<file path="config.mk">
export PLATFORM = sky130hd
export DESIGN_NAME = alu_responder
export DESIGN_NICKNAME = d
export VERILOG_FILES = /design/src/rtl/typedef_pkg.sv /design/src/rtl/mul_shift_add.sv /design/src/rtl/alu_responder.sv
export SDC_FILE = /design/constraint.sdc
export NUM_CORES = 1
export LEC_CHECK = 0
export ABC_AREA = 1
export CORE_UTILIZATION = 50
export CTS_CLUSTER_DIAMETER = 150
export CTS_CLUSTER_SIZE = 25
export DETAILED_ROUTE_END_ITERATION = 8
export PLACE_DENSITY = 0.79
export SLEW_MARGIN = 10
export SYNTH_ARGS = -nofsm -noshare
export SYNTH_HDL_FRONTEND = slang
export SYNTH_SLANG_ARGS = --single-unit
</file>
<file path="constraint.sdc">
create_clock -name clk -period 3.4 [get_ports clk]
set_input_delay 1.02 -clock clk [delete_from_list [all_inputs] [get_ports clk]]
set_output_delay 1.02 -clock clk [all_outputs]
set_load 0.02 [all_outputs]
</file>
<file path="src/rtl/typedef_pkg.sv">
// Shared types for the ALU responder: operation encoding, FSM states, default width.
package typedef_pkg;

    typedef enum logic [1:0] {
        OP_ADD = 2'b00,
        OP_SUB = 2'b01,
        OP_AND = 2'b10,
        OP_MUL = 2'b11
    } operation_t;

    typedef enum logic [1:0] {
        IDLE,
        MUL_RUN,
        DONE
    } alu_state_t;

    localparam int unsigned DEFAULT_WIDTH = 8;

endpackage

</file>
<file path="src/rtl/mul_shift_add.sv">
// Iterative unsigned shift-add multiplier; one multiplier bit per step.
module mul_shift_add
    import typedef_pkg::*;
#(
    parameter int unsigned WIDTH = DEFAULT_WIDTH,
    parameter int unsigned STEPS = WIDTH
) (
    input  logic                 clk,
    input  logic                 rst,
    input  logic                 load,
    input  logic                 step,
    input  logic [WIDTH-1:0]     a,
    input  logic [WIDTH-1:0]     b,
    output logic                 last,
    output logic [2*WIDTH-1:0]   product
);

    localparam int unsigned CW = $clog2(STEPS) + 1;

    logic [CW-1:0]        cnt;
    logic [2*WIDTH-1:0]   mcand;
    logic [2*WIDTH-1:0]   acc;
    logic [2*WIDTH-1:0]   acc_next;
    logic [2*WIDTH-1:0]   p0;
    logic [2*WIDTH-1:0]   p1;
    logic [WIDTH-1:0]     mplier;

    // The final step folds in the top two partial products so the full
    // product is ready on the edge where cnt reaches STEPS-1.
    always_comb begin
        p0       = mplier[0] ? mcand : '0;
        p1       = mplier[1] ? (mcand << 1) : '0;
        acc_next = acc + p0;
        product  = acc_next + p1;
        last     = (cnt == CW'(STEPS - 2));
    end

    always_ff @(posedge clk) begin
        if (rst) begin
            cnt    <= '0;
            mcand  <= '0;
            mplier <= '0;
            acc    <= '0;
        end else if (load) begin
            cnt    <= '0;
            mcand  <= {{WIDTH{1'b0}}, a};
            mplier <= b;
            acc    <= '0;
        end else if (step) begin
            cnt    <= cnt + CW'(1);
            mcand  <= mcand << 1;
            mplier <= mplier >> 1;
            acc    <= acc_next;
        end
    end

endmodule

</file>
<file path="src/rtl/alu_responder.sv">
// ALU responder: single-cycle ADD/SUB/AND, iterative MUL, held result with done pulse.
module alu_responder
    import typedef_pkg::*;
#(
    parameter int unsigned WIDTH     = DEFAULT_WIDTH,
    parameter int unsigned MUL_STEPS = WIDTH
) (
    input  logic                 clk,
    input  logic                 rst,
    input  logic                 start,
    input  operation_t           operation,
    input  logic [WIDTH-1:0]     operand_a,
    input  logic [WIDTH-1:0]     operand_b,
    output logic                 busy,
    output logic                 done,
    output logic [2*WIDTH-1:0]   result
);

    alu_state_t           state;
    logic [2*WIDTH-1:0]   quick;
    logic [2*WIDTH-1:0]   product;
    logic [2*WIDTH-1:0]   ext_a;
    logic [2*WIDTH-1:0]   ext_b;
    logic                 accept;
    logic                 mul_load;
    logic                 mul_last;

    always_comb begin
        ext_a    = {{WIDTH{1'b0}}, operand_a};
        ext_b    = {{WIDTH{1'b0}}, operand_b};
        accept   = start && (state != MUL_RUN);
        mul_load = accept && (operation == OP_MUL);
        quick    = '0;
        case (operation)
            OP_ADD:  quick = ext_a + ext_b;
            OP_SUB:  quick = ext_a - ext_b;
            OP_AND:  quick = ext_a & ext_b;
            default: quick = '0;
        endcase
    end

    mul_shift_add #(
        .WIDTH (WIDTH),
        .STEPS (MUL_STEPS)
    ) u_mul (
        .clk     (clk),
        .rst     (rst),
        .load    (mul_load),
        .step    (state == MUL_RUN),
        .a       (operand_a),
        .b       (operand_b),
        .last    (mul_last),
        .product (product)
    );

    always_ff @(posedge clk) begin
        if (rst) begin
            state  <= IDLE;
            busy   <= 1'b0;
            done   <= 1'b0;
            result <= '0;
        end else begin
            done <= 1'b0;
            case (state)
                IDLE, DONE: begin
                    if (accept) begin
                        if (operation == OP_MUL) begin
                            state <= MUL_RUN;
                            busy  <= 1'b1;
                        end else begin
                            state  <= DONE;
                            result <= quick;
                            done   <= 1'b1;
                        end
                    end else begin
                        state <= IDLE;
                    end
                end
                MUL_RUN: begin
                    if (mul_last) begin
                        state  <= DONE;
                        result <= product;
                        done   <= 1'b1;
                        busy   <= 1'b0;
                    end
                end
                default: begin
                    state <= IDLE;
                    busy  <= 1'b0;
                end
            endcase
        end
    end

endmodule

</file>
==> flow_summary.ini, run 1 <==
[floorplan]
fp-row-count = 36
fp.dieW_um = 103.5
start_util_pct = 52.19
die_h_um = 103.5
io-pin-count = 39
dieArea_um2 = 10710
fp.coreArea_um2 = 9864

[finish]
multi_input_area_um2 = 3349
final_cell_area_um2 = 6007
stdcell_count = 983
final_nets = 917
antenna_cells = 0
syn2layout_area_growth_pct = 16.67
fill_cells = 890
final_layout_size_suffix_gt1_share_pct = 8.824
seqCellArea_um2 = 1284

[pwr]
ir_drop_mv = 0.2292
p_leak_nw = 3.138
total_power_w = 0.002015
clkPwrFrac_pct = 37.9
power.density_nw_per_um2 = 335.5
p_int_w = 0.001379
switching_share_pct = 31.58
switching_power_w = 0.0006363
p_comb_share_pct = 21.4
p_seq_share_pct = 40.7

[logic_synthesis]
ys_seq_elements = 64
synth_edf_count = 0
ys_seq_area_share_pct = 24.88
ys.flop_type = dfxtp_1
netlist_area_um2 = 5149
synth_cell_type_count = 44
syn_nets = 884
netlist_instances = 812
avgSynthCellArea_um2 = 6.341
yosys.area.top_type = dfxtp_1
synthArstFlopShare_pct = 0
synth_top_area_share_pct = 24.88
yosysMostFrequentCell = nand2_1
synth_common_cells = 226 x nand2_1, 134 x inv_1, 67 x nor2_1, 66 x a21oi_1, 64 x dfxtp_1
synth_area_leaders = dfxtp_1 25%, nand2_1 16%, ha_1 11%
yosysWarnings = 0

[place]
dp_hpwl_mm = 9.851
gp_congestion = 0.8864
io_buffers = 38
dpl_cell_area_um2 = 5628
place_inst = 967

[hold_path]
hp-class = reg -> reg
min-delay-start = u_mul.mcand[15]

[worst_setup_path]
worstSetupEndpointType = flop
arrival_ns = 3.54
required_ns = 3.70
path_class = reg -> reg
startpoint_type = flop
startpoint = u_mul.mplier[0]
cp_max_fo = 14
r2r-start = u_mul.mplier[0]

[clock_network]
h-tree-depth = 3
path_clk_slew_ns = 0.09
cts_tree = built
cts_made_buffers = 9
clk_latency_ns = 0.36
cts_num_sinks = 64
cts-root-buf = clkbuf_8
clockBufferDepth = 2

[global_routing]
grt_max_degree = 46
grtUsageTotal_pct = 26.39
grt_pass1_wl_mm = 21.94
grt.overflow.total = 0
grt_pass1_vias = 4733
antenna_found_initial = 0

[sta]
finalSetupTns_ns = 0
final-setup-viol-count = 0
fmax_mhz = 308.6
clock_skew_ns = 0.01335
layout_min_cycle_time_ns = 3.241
fin_crit_sh_pct = 95.32
slew_headroom_pct = 62.06
worst_pin_slew_ns = 0.5683
timing.final.hold_violations = 0
slew_violations = 0

[run]
drv_cap = 0

[detailed_routing]
vias_per_cell = 5.166
drtIter0Drc = 255
routed_wirelength_mm = 13.39
vias = 5078
ant_nets = 0
drc = 0
routedWlPerCell_um = 13.62
firstDrtPassIters = 5

[run_status]
status = complete, no violations
-- path summary, 6_finish.rpt --
path	slack, ns	endpoint	cells past startpoint
hold / removal	0.47	u_mul.mcand[15]	2
setup / recovery	0.16	result[15]	23
hold reg to reg	0.47	u_mul.mcand[15]	2
setup reg to reg	0.16	result[15]	23
-- cells in the final DEF, fill, tap and decap left out, types with 3 or more instances in the layout --
cell / n
a21oi_1: 60
a21oi_2: 6
a22oi_1: 4
a31oi_1: 6
buf_4: 8
clkbuf_8: 9
clkdlybuf4s50_1: 38
dfxtp_1: 62
fa_1: 4
ha_1: 41
ha_4: 4
inv_1: 133
inv_2: 7
nand2_1: 226
nand2_2: 4
nand3_1: 38
nand4_1: 5
nor2_1: 64
nor2_2: 4
nor3_1: 5
o211ai_1: 7
o21ai_0: 48
o21ai_1: 5
o21ai_2: 3
o21bai_1: 4
o221ai_1: 9
or2_2: 3
xnor2_1: 3
xor2_1: 5
xor2_2: 3
-- timing repair --
| action | in CTS | in global routing |
|---|---|---|
| setup endpoints to repair | 0 | 9 |
| hold buffers | 0 | 0 |
| setup buffers | 0 | 0 |
| gates resized for setup | 0 | 30 |
-- worst max-delay path, cell delays in order, from the launching register on --
cell	delay [ns]
dfxtp_2	0.37
buf_8	0.15
nand2_1	0.06
inv_1	0.07
ha_2	0.30
nand2_1	0.11
inv_1	0.07
a21oi_2	0.16
nand2_2	0.11
a21oi_4	0.23
o21bai_4	0.09
nand2_1	0.09
nand2_1	0.05
nand2_1	0.07
nand2_1	0.11
ha_4	0.30
inv_2	0.05
nor3_2	0.22
nand2_1	0.09
nor2_2	0.14
nor2_2	0.06
nand3_1	0.07
nand3_1	0.09
a21oi_2	0.14
-- per-layer routing --
layer	wire, µm	up-vias	GRT usage (%)
li1	-	2663	-
met4	178	0	7.259
met3	720	19	3.696
met2	6195	129	42.94
met5	0	-	0
met1	6292	2267	36.45
-- cell families (layout without fill, tap and decap cells) --
| kind of cell | Yosys count | after routing | synth area share (%) |
|---|---|---|---|
| adders and majority gates | 51 | 51 | 12.98 |
| buffers and inverters | 165 | 203 | 12.83 |
| DFF | 64 | 64 | 24.88 |
| xor gates and xnor gates | 13 | 13 | 2.211 |
| and+or+nand+nor | 356 | 356 | 28.48 |
| AOI/OAI and AO/OA | 163 | 163 | 18.62 |
-- power by group through the flow --
stage | Combinational (W) | Sequential (W) | Clock [W]
global route | 0.000483 | 0.000823 | 0.000802
global placement | 0.000417 | 0.000835 | 0
finish | 0.000432 | 0.000819 | 0.000764
floorplan | 0.000255 | 0.000853 | 0
detailed placement | 0.000419 | 0.000834 | 0
CTS | 0.000422 | 0.000818 | 0.000771
-- registers in the layout (all words and copies together) (netlist names) --
register	flops
busy	1
u_mul.cnt	4
u_mul.mcand	16
result	16
state	2
u_mul.mplier	8
done	1
u_mul.acc	16
-- final cells by class --
type	instances	share of cell area, %
Clock buffer	9	2.062
Sequential cell	64	21.37
Timing Repair Buffer	47	7.582
Clock inverter	7	1.708
Multi-Input combinational cell	583	55.76
Inverter	140	8.748
Tap cell	133	2.770
-- metrics by stage --
stage	hold WS, ns	setup WS (ns)	utilization, %
final	0.4719	0.1592	60.90
after global routing	0.5083	-0.07194	60.90
after CTS	0.4698	0.07236	59.35
after detailed placement	0.4565	0.09212	57.05
after global placement	0.4529	0.1199	57.05
after floorplan	0.4403	0.1960	-
(Power assumes the default switching activity.)
==> inputs of run 2 (changes only) <==
--- a/config.mk
+++ b/config.mk
@@ -5,8 +5,8 @@
 export SDC_FILE = /design/constraint.sdc
 export NUM_CORES = 1
 export LEC_CHECK = 0
-export ABC_AREA = 1
 export CORE_UTILIZATION = 50
+export CTS_BUF_LIST = sky130_fd_sc_hd__clkbuf_8
 export CTS_CLUSTER_DIAMETER = 150
 export CTS_CLUSTER_SIZE = 25
 export DETAILED_ROUTE_END_ITERATION = 8
==> flow_summary.ini, run 2 <==
[worst_setup_path]
required_ns = 3.65
arrival_ns = 4.03
reg2reg_depth = 20
cp_max_fo = 6
endpoint = result[13]
path_class = reg -> reg
startpoint = u_mul.mplier[0]
worstSetupEndpointType = flop
startpoint_type = flop
r2r-end = result[13]
r2r-start = u_mul.mplier[0]
worst-r2r-setup-slack_ns = -0.38

[finish]
seqCellArea_um2 = 1285
fill_cells = 722
syn2layout_area_growth_pct = 32.70
final_layout_size_suffix_gt1_share_pct = 23.18
multi_input_area_um2 = 3598
mostFrequentLayoutCells = 87 x buf_4, 80 x nand2_1, 63 x dfxtp_1
final_common_cell = buf_4
final_nets = 797
antenna_cells = 0
top_regs = result x16, u_mul.acc x16, u_mul.mcand x16

[logic_synthesis]
ys_seq_area_share_pct = 26.43
syn_nets = 684
synth-compound-area-share_pct = 23.59
synth_mux_area_share_pct = 3.923
yosysWarnings = 0
synthArstFlopShare_pct = 0
yosysMostFrequentCell = nand2_1
synth_cell_type_count = 60
netlist_instances = 612
synth_area_leaders = dfxtp_1 26%, ha_1 12%, nand2_1 6.3%
ys.flop_type = dfxtp_1
synth-simple-area-share_pct = 21.47
netlist_area_um2 = 4848
synth_top_area_share_pct = 26.43
yosys.area.top_type = dfxtp_1
synth_edf_count = 0
avgSynthCellArea_um2 = 7.922
ys_seq_elements = 64
synthAdderAreaFrac_pct = 13.78
synth_top_family_by_area = compound AO/OA/AOI/OAI gates
synth_xor_area_share_pct = 6.065
synth_common_cells = 82 x nand2_1, 64 x dfxtp_1, 53 x nor2_1, 51 x a21oi_1, 47 x ha_1

[pwr]
clkPwrFrac_pct = 34.1
p_seq_share_pct = 43.3
power.density_nw_per_um2 = 292.5
switching_power_w = 0.0005634
p_leak_nw = 2.767
total_power_w = 0.001882
p_comb_share_pct = 22.7
p_int_w = 0.001318
switching_share_pct = 29.94
ir_drop_mv = 0.1708

[hold_path]
hp-class = reg -> reg

[clock_network]
path_clk_slew_ns = 0.07
cts_made_buffers = 9
clockBufferDepth = 2
h-tree-depth = 3
cts_num_sinks = 64
hold_buffers = 0
cts-root-buf = clkbuf_8
clk_latency_ns = 0.35
cts_tree = built

[detailed_routing]
drtIter0Drc = 345
vias = 4812
ant_nets = 0
vias_per_cell = 5.608
firstDrtPassIters = 5
routed_wirelength_mm = 13.75
drc = 0
routedWlPerCell_um = 16.02

[floorplan]
fp.dieW_um = 100.5
io-pin-count = 39
die_h_um = 100.5
fp.coreArea_um2 = 9328
fp-row-count = 35
start_util_pct = 51.98
dieArea_um2 = 10090

[run_status]
violations = negative setup slack
status = complete, but fails checks

[global_routing]
grt_pass1_vias = 4775
antenna_found_initial = 0
grt_max_degree = 54
grt.overflow.total = 0
grtUsageTotal_pct = 28.01
grt_pass1_wl_mm = 22.29

[sta]
clock_skew_ns = 0.01765
worst_pin_slew_ns = 0.6584
final-setup-viol-count = 6
finalSetupTns_ns = -1.838
slew_headroom_pct = 56.02
fin_crit_sh_pct = 111.3
slew_violations = 0
layout_min_cycle_time_ns = 3.783
rsz0062_at_grt = yes
setup_ws_ns = -0.3825
whs_ns = 0.4552
fmax_mhz = 264.4
timing.final.hold_violations = 0

[place]
gp_congestion = 0.8921
io_buffers = 38
dp_hpwl_mm = 9.749

[run]
drv_cap = 0
run 2: cell types whose count changed after synthesis, moves of 13 or more:
cell	delta
and2_1	+28
nand2_1	-144
nor2_1	-14
nand3_1	-33
mux2i_1	+19
xnor2_1	+13
a211oi_1	+29
a21oi_1	-15
inv_1	-109
o21ai_0	-23
run 2: cells by family after synthesis:
| group | count (synthesis) |
|---|---|
| AO/OA/AOI/OAI | 171 |
| AND/OR/NAND/NOR | 221 |
| buffers and inverters | 54 |
| XOR/XNOR | 32 |
| multiplexers | 19 |
| adder cells (fa/ha/maj) | 51 |
| flip-flops | 64 |
run 2: worst min path at each step:
stage / from / slack (ns) / to / cells after the start
after floorplan: u_mul.mcand[15] / 0.44 / u_mul.mcand[15] / 2
after global placement: result[2] / 0.44 / result[2] / 2
after detailed placement: result[5] / 0.45 / result[5] / 2
after CTS: result[5] / 0.46 / result[5] / 2
after global routing: result[5] / 0.49 / result[5] / 2
final: result[2] / 0.46 / result[2] / 2
run 2: layout make-up:
cell class	count	area share, %
clock buffer	13	2.781
clock inverter	2	0.1945
inverter	25	1.459
multi-input combinational	494	55.93
sequential	64	19.97
tap	129	2.509
timing repair buffer	131	17.15
run 2: routing by layer:
layer | global-route usage, % | part of all wire, % | up-vias
met2 | 47.63 | 48 | 144
li1 | - | - | 2381
met5 | 0 | 0 | -
met1 | 34.47 | 43 | 2262
met3 | 6.241 | 6.0 | 25
met4 | 10.93 | 2.2 | 0
run 2: timing repair:
item,CTS,global route
resized for setup,26,28
hold endpoints to repair,0,0
setup endpoints to repair,8,11
pin swaps,24,24
buffers inserted,9,5
run 2: metrics by stage:
| stage | std cells | cell area, µm² | utilization, % | setup slack [ns] |
|---|---|---|---|---|
| 2_1_floorplan | 612 | 4895 | - | -0.2377 |
| 3_3_place_gp | 833 | 5931 | 63.58 | -0.2670 |
| 3_5_place_dp | 833 | 5931 | 63.58 | -0.4148 |
| 4_1_cts | 855 | 6287 | 67.40 | -0.3006 |
| 5_1_grt | 858 | 6434 | 68.97 | -0.6338 |
| 6_report | 858 | 6434 | 68.97 | -0.3825 |
run 2: critical path: stages (launching register included):
cell and delay, ns:
dfxtp_4 0.38, and2_4 0.15, ha_4 0.12, inv_2 0.04, fa_2 0.36, nor2b_2 0.14, o21ai_2 0.09, a21boi_2 0.20
o21a_1 0.19, nor2_2 0.06, o21ai_2 0.15, xor2_1 0.17, ha_1 0.28, buf_4 0.15, and4_4 0.21, a21bo_4 0.23
a211oi_2 0.23, o21bai_1 0.12, xor2_1 0.13, nand2_1 0.08, a211oi_2 0.20
run 2: power groups by stage:
stage                     Combinational (W)  Clock (W)  Sequential, W
final                              0.000426   0.000641       0.000814
after global placement             0.000384          0       0.000830
after detailed placement           0.000396          0       0.000832
after CTS                          0.000408   0.000648       0.000814
after floorplan                    0.000213          0       0.000852
after global routing               0.000465   0.000684       0.000818
==> inputs of run 3 (changes only) <==
--- a/config.mk
+++ b/config.mk
@@ -10,7 +10,7 @@
 export CTS_CLUSTER_DIAMETER = 150
 export CTS_CLUSTER_SIZE = 25
 export DETAILED_ROUTE_END_ITERATION = 8
-export PLACE_DENSITY = 0.79
+export PLACE_DENSITY = 0.76
 export SLEW_MARGIN = 10
 export SYNTH_ARGS = -nofsm -noshare
 export SYNTH_HDL_FRONTEND = slang
==> constraint.sdc (replaced) <==
create_clock -name clk -period 3.7 [get_ports clk]
set_input_delay 1.11 -clock clk [delete_from_list [all_inputs] [get_ports clk]]
set_output_delay 1.11 -clock clk [all_outputs]
set_load 0.02 [all_outputs]
==> flow_summary.ini, run 3 (same netlist as run 2, synthesis figures left out) <==
[floorplan]
die_h_um = 100.5
dieArea_um2 = 10090
io-pin-count = 39
start_util_pct = 51.98
fp.coreArea_um2 = 9328
fp.dieW_um = 100.5
fp-row-count = 35

[detailed_routing]
drtIter0Drc = 366
vias_per_cell = 5.709
firstDrtPassIters = 5
ant_nets = 0
drc = 0
vias = 4670
routed_wirelength_mm = 12.82
routedWlPerCell_um = 15.67

[worst_setup_path]
arrival_ns = 4.02
startpoint = u_mul.mplier[0]
path_cells = and2_1 > ha_1 > a21oi_1 > nor2b_1 > a211o_1 > a21oi_1 > a21boi_2 > o31ai_2 > xnor2_1 > ha_1 > a2111oi_2 > buf_4 > a21oi_2 > xnor3_1 > nand2_1 > a211oi_2
required_ns = 3.98
r2r-end = result[15]
worstSetupEndpointType = flop
slowest_delay_ns = 0.37
cp_max_fo = 8
endpoint = result[15]
worst-r2r-setup-slack_ns = -0.04
crit_cells = 16
path_buf_inv = 1
r2r-start = u_mul.mplier[0]
slowest_stage = dfxtp_4
reg2reg_depth = 16
startpoint_type = flop
path_class = reg -> reg
cp_top_family = compound AO/OA/AOI/OAI gates

[hold_path]
hp-class = reg -> reg

[sta]
final-setup-viol-count = 2
slew_headroom_pct = 54.66
layout_min_cycle_time_ns = 3.737
worst_pin_slew_ns = 0.6802
setup_ws_ns = -0.03677
fin_crit_sh_pct = 101.0
clock_skew_ns = 0.01969
rsz0062_at_grt = yes
timing.final.hold_violations = 0
slew_violations = 0
fmax_mhz = 267.6

[finish]
mostFrequentLayoutCells = 82 x nand2_1, 63 x dfxtp_1, 52 x nor2_1, 52 x buf_4, 50 x a21oi_1
final_util_pct = 64.36
final_nets = 756
final_layout_size_suffix_gt1_share_pct = 15.09
seqCellArea_um2 = 1285
syn2layout_area_growth_pct = 23.82
final_common_cell = nand2_1
antenna_cells = 0
top_regs = result x16, u_mul.acc x16, u_mul.mcand x16
fill_cells = 796
multi_input_area_um2 = 3438
stdcell_count = 818

[global_routing]
grt_pass1_wl_mm = 21.01
grt_max_degree = 46
grt.overflow.total = 0
grtUsageTotal_pct = 26.66
antenna_found_initial = 0
grt_pass1_vias = 4488

[pwr]
switching_power_w = 0.0005263
p_comb_share_pct = 18.9
ir_drop_mv = 0.1650
p_int_w = 0.001365
p_seq_share_pct = 39.6
p_leak_nw = 2.515
clkPwrFrac_pct = 41.4
switching_share_pct = 27.82
power.density_nw_per_um2 = 315.1

[place]
dp_hpwl_mm = 9.328
gp_congestion = 0.9067
io_buffers = 38
dpl_worst_slack_ns = -0.1084
place_inst = 796

[clock_network]
hold_buffers = 0
cts_num_sinks = 64
cts_tree = built
h-tree-depth = 3
clk_latency_ns = 0.37
path_clk_slew_ns = 0.08
cts_made_buffers = 9
clockBufferDepth = 2
cts-root-buf = clkbuf_8

[run]
drv_cap = 0

[run_status]
status = complete, but fails checks
violations = negative setup slack
run 3: changes by cell type in the layout (fill, tap and decap cells not counted), moves of 3 or more:
cell       before  now
a211oi_2        8    5
buf_4          87   52
bufinv_16       0    3
a21oi_2         7    3
buf_6           4    0
xnor2_1        14   17
a211oi_1       24   27
a21oi_1        45   50
run 3: cell type report:
type / instances / share of cell area (%)
clock buffers: 11 / 2.522
well taps: 129 / 2.689
inverters: 25 / 1.563
clock inverters: 5 / 1.709
multi-input cells: 494 / 57.27
repair buffers: 90 / 12.84
flip-flops and latches: 64 / 21.40
run 3: worst min-delay path by stage:
stage,start,end,slack [ns],depth (start not counted)
after floorplan,u_mul.mcand[15],u_mul.mcand[15],0.44,2
after global placement,result[5],result[5],0.45,2
after detailed placement,result[0],result[0],0.45,2
after CTS,result[0],result[0],0.46,2
after global routing,result[1],result[1],0.48,2
final,result[0],result[0],0.45,2
run 3: routing by layer:
metal / vias up / global-route usage, % / share of wire, %
met2: 162 / 43.94 / 48
met5: - / 0 / 0
met4: 0 / 13.27 / 2.8
met1: 2169 / 33.77 / 44
met3: 29 / 4.438 / 5.9
li1: 2310 / - / -
run 3: power groups by stage:
stage	clock network (W)	logic, W	registers (W)
detailed placement	0	0.000349	0.000766
finish	0.000784	0.000358	0.000750
global route	0.000817	0.000391	0.000754
floorplan	0	0.000196	0.000783
CTS	0.000792	0.000355	0.000750
global placement	0	0.000341	0.000765
run 3: through the flow:
step                setup TNS, ns  instance area (µm²)  total power, W  hold slack (ns)
floorplan                       0                 4873       0.0009782           0.4366
global route              -0.8369                 6003        0.001962           0.4791
global placement         -0.08027                 5619        0.001106           0.4453
detailed placement        -0.5481                 5619        0.001115           0.4463
CTS                      -0.08143                 5962        0.001896           0.4579
finish                   -0.05111                 6003        0.001892           0.4548
run 3: worst register-to-register path, stage by stage (launching register included):
cell,delay [ns]
dfxtp_4,0.37
and2_1,0.19
ha_1,0.34
a21oi_1,0.25
nor2b_1,0.08
a211o_1,0.28
a21oi_1,0.24
a21boi_2,0.11
o31ai_2,0.27
xnor2_1,0.20
ha_1,0.31
a2111oi_2,0.35
buf_4,0.16
a21oi_2,0.05
xnor3_1,0.21
nand2_1,0.07
a211oi_2,0.19
run 3: timing repair:
item,in CTS,in global routing
buffers inserted,7,3
gates resized for setup,8,10
setup endpoints to repair,4,7
pin swaps,13,9
